[src/rtl/iob_gray_sync_decoder_pkg.sv]
`default_nettype none
// +----------------------------------------------------------------------------+
// | iob_gray_sync_decoder_pkg: shared gray-code helpers for counters/pointers  |
// | Revision: 1.0                                                              |
// +----------------------------------------------------------------------------+
package iob_gray_sync_decoder_pkg;

  localparam int DEFAULT_SYNC_STAGES = 2;
  // Helpers operate on a zero-extended word; callers truncate back to their width.
  localparam int GRAY_MAX_W = 64;

  function automatic logic [GRAY_MAX_W-1:0] gray2bin(input logic [GRAY_MAX_W-1:0] g);
    logic [GRAY_MAX_W-1:0] b;
    b = g;
    for (int i = GRAY_MAX_W - 2; i >= 0; i--) begin
      b[i] = b[i+1] ^ g[i];
    end
    return b;
  endfunction

  function automatic logic gray_step_legal(input logic [GRAY_MAX_W-1:0] a,
                                           input logic [GRAY_MAX_W-1:0] b);
    int unsigned n;
    n = 0;
    for (int i = 0; i < GRAY_MAX_W; i++) begin
      if (a[i] != b[i]) n++;
    end
    return (n <= 1);
  endfunction

endpackage
`default_nettype wire

[src/rtl/iob_gray_sync_decoder_sync.sv]
`default_nettype none
// +----------------------------------------------------------------------------+
// | iob_sync: W-bit multi-flop synchronizer, async active-low reset to zero    |
// | Revision: 1.0                                                              |
// +----------------------------------------------------------------------------+
module iob_sync #(
  parameter int W      = 4,
  parameter int STAGES = 2
) (
  input  logic         clk,
  input  logic         rst_n,
  input  logic [W-1:0] d_i,
  output logic [W-1:0] q_o
);

  logic [W-1:0] stage_q [STAGES];

  always_ff @(posedge clk or negedge rst_n) begin
    if (!rst_n) begin
      for (int s = 0; s < STAGES; s++) stage_q[s] <= '0;
    end else begin
      stage_q[0] <= d_i;
      for (int s = 1; s < STAGES; s++) stage_q[s] <= stage_q[s-1];
    end
  end

  assign q_o = stage_q[STAGES-1];

endmodule
`default_nettype wire

[src/rtl/iob_gray_sync_decoder.sv]
`default_nettype none
// +----------------------------------------------------------------------------+
// | iob_gray_sync_decoder: synchronize a remote gray count, decode to binary,  |
// | report advance per update and flag illegal multi-bit steps.                |
// | Revision: 1.0                                                              |
// +----------------------------------------------------------------------------+
module iob_gray_sync_decoder
  import iob_gray_sync_decoder_pkg::*;
#(
  parameter int W           = 4,
  parameter int SYNC_STAGES = DEFAULT_SYNC_STAGES
) (
  input  logic         clk,
  input  logic         rst_n,
  input  logic [W-1:0] gray_in,
  input  logic         err_clr,
  output logic [W-1:0] gray_sync_out,
  output logic [W-1:0] bin_out,
  output logic [W-1:0] delta,
  output logic         update,
  output logic         err
);

  logic [W-1:0]            gray_sync;
  logic [GRAY_MAX_W-1:0]   gray_ext;
  logic [GRAY_MAX_W-1:0]   prev_ext;
  logic [W-1:0]            bin_new;
  logic                    changed;
  logic                    legal;

  logic [W-1:0] gray_prev_q, gray_prev_d;
  logic [W-1:0] bin_q, bin_d;
  logic [W-1:0] delta_q, delta_d;
  logic         update_q, update_d;
  logic         err_q, err_d;

  iob_sync #(
    .W      (W),
    .STAGES (SYNC_STAGES)
  ) u_sync (
    .clk   (clk),
    .rst_n (rst_n),
    .d_i   (gray_in),
    .q_o   (gray_sync)
  );

  always_comb begin
    gray_ext          = '0;
    prev_ext          = '0;
    gray_ext[W-1:0]   = gray_sync;
    prev_ext[W-1:0]   = gray_prev_q;
  end

  assign bin_new = W'(gray2bin(gray_ext));
  assign changed = (gray_sync != gray_prev_q);
  assign legal   = gray_step_legal(gray_ext, prev_ext);

  always_comb begin
    gray_prev_d = gray_prev_q;
    bin_d       = bin_q;
    delta_d     = delta_q;
    update_d    = 1'b0;
    err_d       = err_q;
    if (changed) begin
      gray_prev_d = gray_sync;
      bin_d       = bin_new;
      delta_d     = bin_new - bin_q;
      update_d    = 1'b1;
    end
    // A fresh violation outranks a clear arriving on the same edge.
    if (err_clr) err_d = 1'b0;
    if (changed && !legal) err_d = 1'b1;
  end

  always_ff @(posedge clk or negedge rst_n) begin
    if (!rst_n) begin
      gray_prev_q <= '0;
      bin_q       <= '0;
      delta_q     <= '0;
      update_q    <= 1'b0;
      err_q       <= 1'b0;
    end else begin
      gray_prev_q <= gray_prev_d;
      bin_q       <= bin_d;
      delta_q     <= delta_d;
      update_q    <= update_d;
      err_q       <= err_d;
    end
  end

  assign gray_sync_out = gray_sync;
  assign bin_out       = bin_q;
  assign delta         = delta_q;
  assign update        = update_q;
  assign err           = err_q;

endmodule
`default_nettype wire

[config.mk]
export PLATFORM = sky130hd
export DESIGN_NAME = iob_gray_sync_decoder
export DESIGN_NICKNAME = d
export VERILOG_FILES = /design/src/rtl/iob_gray_sync_decoder_pkg.sv /design/src/rtl/iob_gray_sync_decoder_sync.sv /design/src/rtl/iob_gray_sync_decoder.sv
export SDC_FILE = /design/constraint.sdc
export NUM_CORES = 1
export LEC_CHECK = 0
export BUFFER_PORTS_ARGS = -buffer_cell sky130_fd_sc_hd__buf_2
export CORE_MARGIN = 1
export CORE_UTILIZATION = 55
export CTS_CLUSTER_SIZE = 10
export DETAILED_ROUTE_END_ITERATION = 6
export GPL_TIMING_DRIVEN = 0
export PLACE_DENSITY = 0.89
export SLEW_MARGIN = 30
export SYNTH_ARGS = -nofsm -noshare
export SYNTH_HDL_FRONTEND = slang
export SYNTH_SLANG_ARGS = --single-unit
[constraint.sdc]
create_clock -name clk -period 3.4 [get_ports clk]
set_input_delay 0.34 -clock clk [delete_from_list [all_inputs] [get_ports clk]]
set_output_delay 0.34 -clock clk [all_outputs]
set_load 0.01 [all_outputs]
==> impl_metrics.ini, run 1 <==
[status]
status = complete, but fails checks
violations = DRC

[worst_setup_path]
arrival_ns = 2.52
reg2reg_depth = 7
cp-end-kind = flip-flop
path_class = flip-flop to flip-flop
crit_required_ns = 3.60
cp_max_fo = 4
cp-start-kind = flip-flop

[timing]
max_slew_margin = 0.6119
fmax_mhz = 431.1
setup_violations = 0
setup-tns-final_ns = 0
finalHoldViolations = 0
timing.hold.ws_ns = 0.1289
period_needed_ns = 2.320
fin_ws_ns = 1.080
drv_slew = 0
worstMarginPinSlew_ns = 0.5777
fin_crit_sh = 0.6823
rsz0062_at_grt = no
skew_ns = 0.0008451

[route]
ant_nets = 0
drt_wl_total_um = 1430
drt_iter0_markers = 4
drt_pass1_iterations = 6
post_drt_wl_per_cell_um = 11.92
drc = 1
routed_via_density = 5.025
vias = 603

[synth]
post_synth.cell_area_avg_um2 = 12.20
synth_cell_types = 27
synth_fp_nets = 92
syn_inst = 79
syn_area_um2 = 963.4
yosysWarnings = 0
yosysSeqAreaShare = 0.5455
synth_seq_cells = 21

[global_routing]
antenna_found_initial = 0
grt_max_degree = 22
grtUsageTotal = 0.1809
gr-total-overflow = 0
first_global_vias = 610
grt_pass1_wl_um = 2401

[floorplan]
ios = 21
rows = 14
die_area_um2 = 1923
core_um2 = 1577
die_x_um = 43.86
die_h_um = 43.86
start_util = 0.6111

[cts]
insertion_delay_ns = 0.30
clkTransAtPathRegs_ns = 0.11
clock_sinks = 21
numCtsBuffers = 3
post_cts.repair.setup_buffers = 0
cts_root_buf = clkbuf_4
htreeDepth = 1
cts_tree = built
cts.path.max_buffers = 2

[power_and_ir_drop]
clkPwrFrac = 0.194
p_per_area_nw_per_um2 = 548.9
combinationalPowerShare = 0.303
p_int_uw = 423.8
ir_drop_mv = 0.3901
switching_share = 0.3112
seqPwrFrac = 0.504
power_uw = 615.3
p_sw_uw = 191.5
p_leak_nw = 0.5405

[place]
hpwl_um = 1124
gp_congestion = 0.7955
io_buffers = 20
pre_cts_slack_ns = 1.106

[finish]
nNetsFinal = 118
antennaDiodeCount = 0
fillers = 119
areaGrowthSynthToFinish_pct = 16.36
final_core_util = 0.7111
layout-drive-gt1-share = 0.3365

[run]
max_cap_viol_count = 0

[hold_path]
hold_class = primary input to flip-flop
whs_path_depth = 1
## Yosys cell counts
cell / number / area (um2)
xor2_2: 1 / 16.27
nand2_1: 3 / 11.26
and3_1: 1 / 6.260
mux2_2: 1 / 11.26
xnor2_1: 2 / 17.52
fa_1: 1 / 20.02
nor4_4: 1 / 21.27
o32ai_1: 1 / 8.760
or2_1: 1 / 6.260
nand2b_1: 2 / 12.51
a221oi_1: 1 / 8.760
dfrtp_1: 21 / 525.5
xor2_1: 6 / 52.55
inv_1: 6 / 22.52
inv_4: 1 / 6.260
buf_4: 5 / 37.54
mux2_4: 1 / 15.01
nor2_1: 3 / 11.26
a31o_2: 1 / 8.760
o21ai_0: 3 / 15.01
o31ai_1: 1 / 7.510
ha_1: 5 / 62.56
a21oi_1: 5 / 25.02
nand4_1: 1 / 6.260
clkbuf_1: 3 / 11.26
dlygate4sd3_1: 1 / 10.01
nor2b_1: 1 / 6.260
## cells in the final DEF, fill, tap and decap left out, drive strengths merged
cell type    count
inv              7
fa               1
o21ai            3
a221oi           1
nor2             3
dlygate4sd3      2
clkinv           1
dfrtp           21
o32ai            1
xor2             7
a31o             1
nor2b            1
ha               5
clkbuf           6
or2              1
buf             25
nand2            3
mux2             2
nor4             1
xnor2            2
and3             1
a21oi            5
o31ai            1
nand4            1
nand2b           2
## per-layer routing
| metal | part of all wire | vias up | track usage |
|---|---|---|---|
| li1 | - | 301 | - |
| met1 | 0.43 | 286 | 0.1955 |
| met2 | 0.52 | 14 | 0.3134 |
| met3 | 0.031 | 2 | 0.05417 |
| met4 | 0.019 | 0 | 0.1030 |
| met5 | 0 | - | 0 |
## power by group through the flow
stage / sequential, mW / combinational [mW] / clock [mW]
floorplan: 0.331 / 0.108 / 0
global placement: 0.313 / 0.177 / 0
detailed placement: 0.317 / 0.187 / 0
CTS: 0.311 / 0.188 / 0.126
global route: 0.315 / 0.209 / 0.134
finish: 0.310 / 0.186 / 0.119
## final timing paths
path / startpoint / endpoint / slack [ns]
setup / recovery: u_sync.q_o[2] / delta[1] / 1.08
hold / removal: gray_in[1] / u_sync.stage_q[5] / 0.13
setup reg to reg: u_sync.q_o[2] / delta[1] / 1.08
hold reg to reg: u_sync.stage_q[5] / u_sync.q_o[1] / 0.37
max in group asynchronous: rst_n / delta[1] / 2.61
min in group asynchronous: rst_n / update / 0.49
## registers in the layout (all words and copies together), names as in the netlist
register	flops
delta	4
gray_prev_q	4
u_sync.q_o	4
u_sync.stage_q	4
bin_out	3
err	1
update	1
## per-stage QoR
step	instances	instance area [um2]
after floorplan	79	963.4
after global placement	115	1084
after detailed placement	115	1084
after CTS	120	1121
after global routing	120	1121
final	120	1121
## kinds of logic (layout without fill, tap and decap cells)
logic type	after synthesis	in the layout	synth area share
AO/OA/AOI/OAI	12	12	0.07662
adder cells (fa/ha/maj)	6	6	0.08572
buffers and inverters	16	41	0.09092
multiplexers	2	2	0.02727
flip-flops	21	21	0.5455
XOR/XNOR	9	9	0.08962
AND/OR/NAND/NOR	13	13	0.08443
## repair_timing
action	in CTS	in global routing
hold endpoints to repair	21	0
gates resized for setup	0	0
endpoints found under the setup margin	0	0
hold buffers	1	0
## critical path: stages, from the launching register on
cell     delay, ns
dfrtp_1       0.45
xor2_1        0.35
xnor2_1       0.23
xor2_1        0.24
ha_1          0.20
inv_1         0.05
fa_1          0.43
mux2_4        0.26
## final cells by class
class	count	area, um2	area share
Buffer	9	58.81	0.05246
Clock buffer	3	22.52	0.02009
Clock inverter	1	5.005	0.004464
Inverter	7	28.78	0.02567
Multi-Input combinational cell	42	350.3	0.3125
Sequential cell	21	525.5	0.4687
Tap cell	16	20.02	0.01786
Timing Repair Buffer	21	110.1	0.09821
Note: power is estimated with default switching activity, not from simulation.
==> run 2, diff against run 1 <==
- CORE_UTILIZATION: 55 -> 51
- PLACE_DENSITY: 0.89 -> 0.84
- clock period: 3.4 -> 2.3 ns (I/O delays scaled with it)
==> run 2 against run 1 <==
Effect of this change: the flow now finishes without violations; sequential power rose by 49%; hold slack worse by 0.11 ns; total power up 50%; first-iteration DRC count is 130% higher; via count is 3.3% higher; wire length increased by 10%; largest power group unchanged; highest routed layer unchanged.
==> impl_metrics.ini, run 2 (synthesis gave the netlist of run 1 again) <==
[worst_setup_path]
slowest_delay_ns = 0.48
cp_max_fo = 4
cpLargestDelayFamily = XOR/XNOR gates
arrival_ns = 2.40
path_buf_inv = 1
crit_chain = xor2_4 > xnor2_2 > xor2_1 > ha_1 > inv_1 > fa_1 > mux2_4
critPathSlowestCell = dfrtp_2
crit_required_ns = 2.50
cp-start-kind = flip-flop
cp-end-kind = flip-flop
path_class = flip-flop to flip-flop

[route]
drt_iter0_markers = 9
drt_wl_total_um = 1575
drt_pass1_iterations = 4
vias = 623
drc = 0
post_drt_wl_per_cell_um = 11.93
ant_nets = 0
routed_via_density = 4.720

[place]
pre_cts_slack_ns = -0.01949
gp_congestion = 0.7254
placed_area_um2 = 1095
io_buffers = 20
hpwl_um = 1156

[power_and_ir_drop]
seqPwrFrac = 0.501
p_per_area_nw_per_um2 = 776.0
p_leak_nw = 0.5604
combinationalPowerShare = 0.312
p_sw_uw = 287.5
p_int_uw = 634.9
switching_share = 0.3117
clkPwrFrac = 0.187
ir_drop_mv = 0.4707

[finish]
areaGrowthSynthToFinish_pct = 23.38
antennaDiodeCount = 0
final_common_cell = buf_2
layout-drive-gt1-share = 0.3738
nNetsFinal = 121
final_core_util = 0.6810
stdcell_area_um2 = 1189
mostFrequentLayoutCells = buf_2, dfrtp_1, inv_1, buf_4

[timing]
fin_ws_ns = 0.09397
setup_violations = 0
setup-tns-final_ns = 0
fin_crit_sh = 0.9591
rsz0062_at_grt = no
finalHoldViolations = 0
skew_ns = 0.0006826
period_needed_ns = 2.206
fmax_mhz = 453.3
drv_slew = 0
max_slew_margin = 0.5949
worstMarginPinSlew_ns = 0.6031
timing.hold.ws_ns = 0.02390

[global_routing]
antenna_found_initial = 0
grt_pass1_wl_um = 2477
gr-total-overflow = 0
grtUsageTotal = 0.1782
grt_max_degree = 22
first_global_vias = 604

[floorplan]
die_x_um = 45.47
start_util = 0.5520
ios = 21
die_area_um2 = 2067
rows = 15
core_um2 = 1745
die_h_um = 45.47

[cts]
clock_sinks = 21
clkTransAtPathRegs_ns = 0.11
cts_tree = built
insertion_delay_ns = 0.30
htreeDepth = 1
cts_root_buf = clkbuf_4
cts.path.max_buffers = 2
numCtsBuffers = 3

[hold_path]
hold_class = primary input to flip-flop

[run]
max_cap_viol_count = 0

[status]
status = complete, no violations
run 2: worst reg2reg max path, cell delays in order (launching register included):
cell and delay [ns]:
dfrtp_2 0.48, xor2_4 0.21, xnor2_2 0.20, xor2_1 0.24, ha_1 0.22, inv_1 0.06
fa_1 0.43, mux2_4 0.26
run 2: per-stage QoR:
step | std cells | total power [mW]
2_1_floorplan | 79 | 0.6489
3_3_place_gp | 124 | 0.7262
3_5_place_dp | 124 | 0.7475
4_1_cts | 129 | 0.9207
5_1_grt | 132 | 0.9973
6_report | 132 | 0.9224
run 2: power by group through the flow:
stage	clock [mW]	sequential (mW)	combinational (mW)
after floorplan	0	0.489	0.160
after global placement	0	0.463	0.263
after detailed placement	0	0.468	0.280
after CTS	0.178	0.462	0.281
after global routing	0.203	0.473	0.322
final	0.173	0.462	0.287
run 2: layout make-up:
type | count | area [um2]
Clock buffer | 3 | 22.52
Inverter | 7 | 28.78
Tap cell | 25 | 31.28
Timing Repair Buffer | 24 | 137.6
Multi-Input combinational cell | 42 | 376.6
Clock inverter | 1 | 5.005
Buffer | 9 | 58.81
Fill cell | 139 | 556.8
Sequential cell | 21 | 528.0
run 2: final timing paths:
kind	startpoint	to	slack (ns)	cells after the start
min reg2reg	u_sync.stage_q[7]	u_sync.q_o[3]	0.37	0
min	gray_in[3]	u_sync.stage_q[7]	0.02	1
max reg2reg	u_sync.q_o[3]	delta[1]	0.09	7
max	u_sync.q_o[3]	delta[1]	0.09	7
min in group asynchronous	rst_n	delta[0]	0.39	2
max in group asynchronous	rst_n	u_sync.q_o[3]	1.58	2
run 2: what timing repair did:
item	in CTS	in global routing
resized for setup	1	4
pin swaps	0	1
hold endpoints to repair	21	2
hold buffers	1	2
buffers inserted	0	1
endpoints found under the setup margin	2	3
run 2: routing by layer:
layer | track usage | wire, um | up-vias | share of wire
met5 | 0 | 0 | - | 0
met4 | 0.1394 | 25 | 0 | 0.016
met3 | 0.04365 | 48 | 4 | 0.030
met2 | 0.3000 | 872 | 13 | 0.55
met1 | 0.1885 | 628 | 297 | 0.40
li1 | - | - | 309 | -
==> run 3, diff against run 2 <==
- CTS_CLUSTER_DIAMETER: not set -> 40
- PLACE_DENSITY: 0.84 -> 0.76
==> run 3 against run 2 <==
Effect of this change: clock skew is 0.015 ns higher; sequential power hardly changed; register-to-register slack better by 0.07 ns; critical path depth stayed put; wire length is 8.6% lower; maximum frequency is 3.1% higher; largest cell class unchanged; largest power group unchanged; highest routed layer unchanged.
==> impl_metrics.ini, run 3 (synthesis gave the netlist of run 1 again) <==
[status]
status = complete, no violations

[worst_setup_path]
crit_required_ns = 2.50
cp-end-kind = flip-flop
reg2reg_depth = 7
reg2reg_to = delta[1]
crit_end = delta[1]
cp-start-kind = flip-flop
r2r_slack_ns = 0.16
arrival_ns = 2.34
rr_startpoint = u_sync.q_o[3]
startpoint = u_sync.q_o[3]
cp_max_fo = 4
path_class = flip-flop to flip-flop

[timing]
finalHoldViolations = 0
worstMarginPinSlew_ns = 0.6203
max_slew_margin = 0.5833
rsz0062_at_grt = no
fin_crit_sh = 0.9306
skew_ns = 0.01526
fmax_mhz = 467.2
setup_violations = 0
period_needed_ns = 2.140
setup-tns-final_ns = 0
drv_slew = 0

[global_routing]
gr-total-overflow = 0
grt_max_degree = 22
antenna_found_initial = 0
grt_pass1_wl_um = 2366
grtUsageTotal = 0.1667
first_global_vias = 570

[route]
ant_nets = 0
drt_pass1_iterations = 3
drt_wl_total_um = 1439
drt_iter0_markers = 8
routed_via_density = 4.636
post_drt_wl_per_cell_um = 11.16
drc = 0
vias = 598

[finish]
fillers = 144
nNetsFinal = 118
areaGrowthSynthToFinish_pct = 19.09
mostFrequentLayoutCells = dfrtp_1, buf_2, inv_1
antennaDiodeCount = 0
layout-drive-gt1-share = 0.3558

[place]
hpwl_um = 1030
io_buffers = 20
gp_congestion = 0.7067

[floorplan]
ios = 21
core_um2 = 1745
die_x_um = 45.47
rows = 15
start_util = 0.5520
die_h_um = 45.47
die_area_um2 = 2067

[power_and_ir_drop]
p_leak_nw = 0.5438
p_per_area_nw_per_um2 = 787.0
ir_drop_mv = 0.6195
power_uw = 903.0

[cts]
clkTransAtPathRegs_ns = 0.11
insertion_delay_ns = 0.30
cts_root_buf = clkbuf_4
cts_tree = built
numCtsBuffers = 3
clock_sinks = 21
cts.path.max_buffers = 2
post_cts.repair.setup_buffers = 0
htreeDepth = 1

[hold_path]
hold_class = primary input to flip-flop

[run]
max_cap_viol_count = 0
[run 3: critical path, stage by stage (launching register included)]
cell and delay, ns:
dfrtp_1 0.45, xor2_2 0.28, xnor2_2 0.17, xor2_1 0.21, ha_1 0.19, inv_1 0.05
fa_1 0.42, mux2_4 0.26
[run 3: what timing repair did]
item | CTS | global route
setup endpoints to repair | 0 | 3
endpoints found under the hold margin | 21 | 0
gates resized for setup | 0 | 3
hold buffers | 1 | 0
[run 3: cell type report]
| class | instances | area [um2] | share of cell area |
|---|---|---|---|
| buffer | 9 | 58.81 | 0.05125 |
| clock buffer | 4 | 26.28 | 0.02290 |
| inverter | 7 | 28.78 | 0.02508 |
| multi-input combinational | 42 | 365.4 | 0.3184 |
| sequential | 21 | 526.8 | 0.4591 |
| tap | 25 | 31.28 | 0.02726 |
| timing repair buffer | 21 | 110.1 | 0.09597 |
[run 3: routing by layer]
layer	vias up	part of all wire	global-route usage
met5	-	0	0
met2	12	0.53	0.2886
met3	2	0.029	0.03571
li1	303	-	-
met4	0	0.0069	0.09091
met1	281	0.43	0.1895
[run 3: how the worst min path moves through the flow]
| stage | start | to | slack [ns] | cells after the start |
|---|---|---|---|---|
| 2_1_floorplan | rst_n | bin_out[0] | -0.07 | 0 |
| 3_3_place_gp | rst_n | delta[0] | 0.20 | 1 |
| 3_5_place_dp | rst_n | bin_out[0] | 0.20 | 1 |
| 4_1_cts | gray_in[3] | u_sync.stage_q[7] | 0.03 | 1 |
| 5_1_grt | gray_in[3] | u_sync.stage_q[7] | 0.02 | 1 |
| 6_report | gray_in[2] | u_sync.stage_q[6] | 0.04 | 1 |
[run 3: stage by stage]
stage	cell area, um2	cells	utilization	setup slack [ns]	hold slack (ns)
after floorplan	963.4	79	-	0.2141	-0.06559
final	1147	129	0.6573	0.1596	0.03967
after CTS	1131	129	0.6480	0.05240	0.02793
after detailed placement	1095	124	0.6272	0.04766	0.2033
after global placement	1095	124	0.6272	0.04924	0.2019
after global routing	1147	129	0.6573	0.01077	0.01688
[run 3: power breakdown]
part	total (mW)	switching, mW	internal (mW)
sequential	0.459	0.0319	0.427
combinational	0.275	0.140	0.135
clock	0.169	0.101	0.0675
total	0.903	0.274	0.629
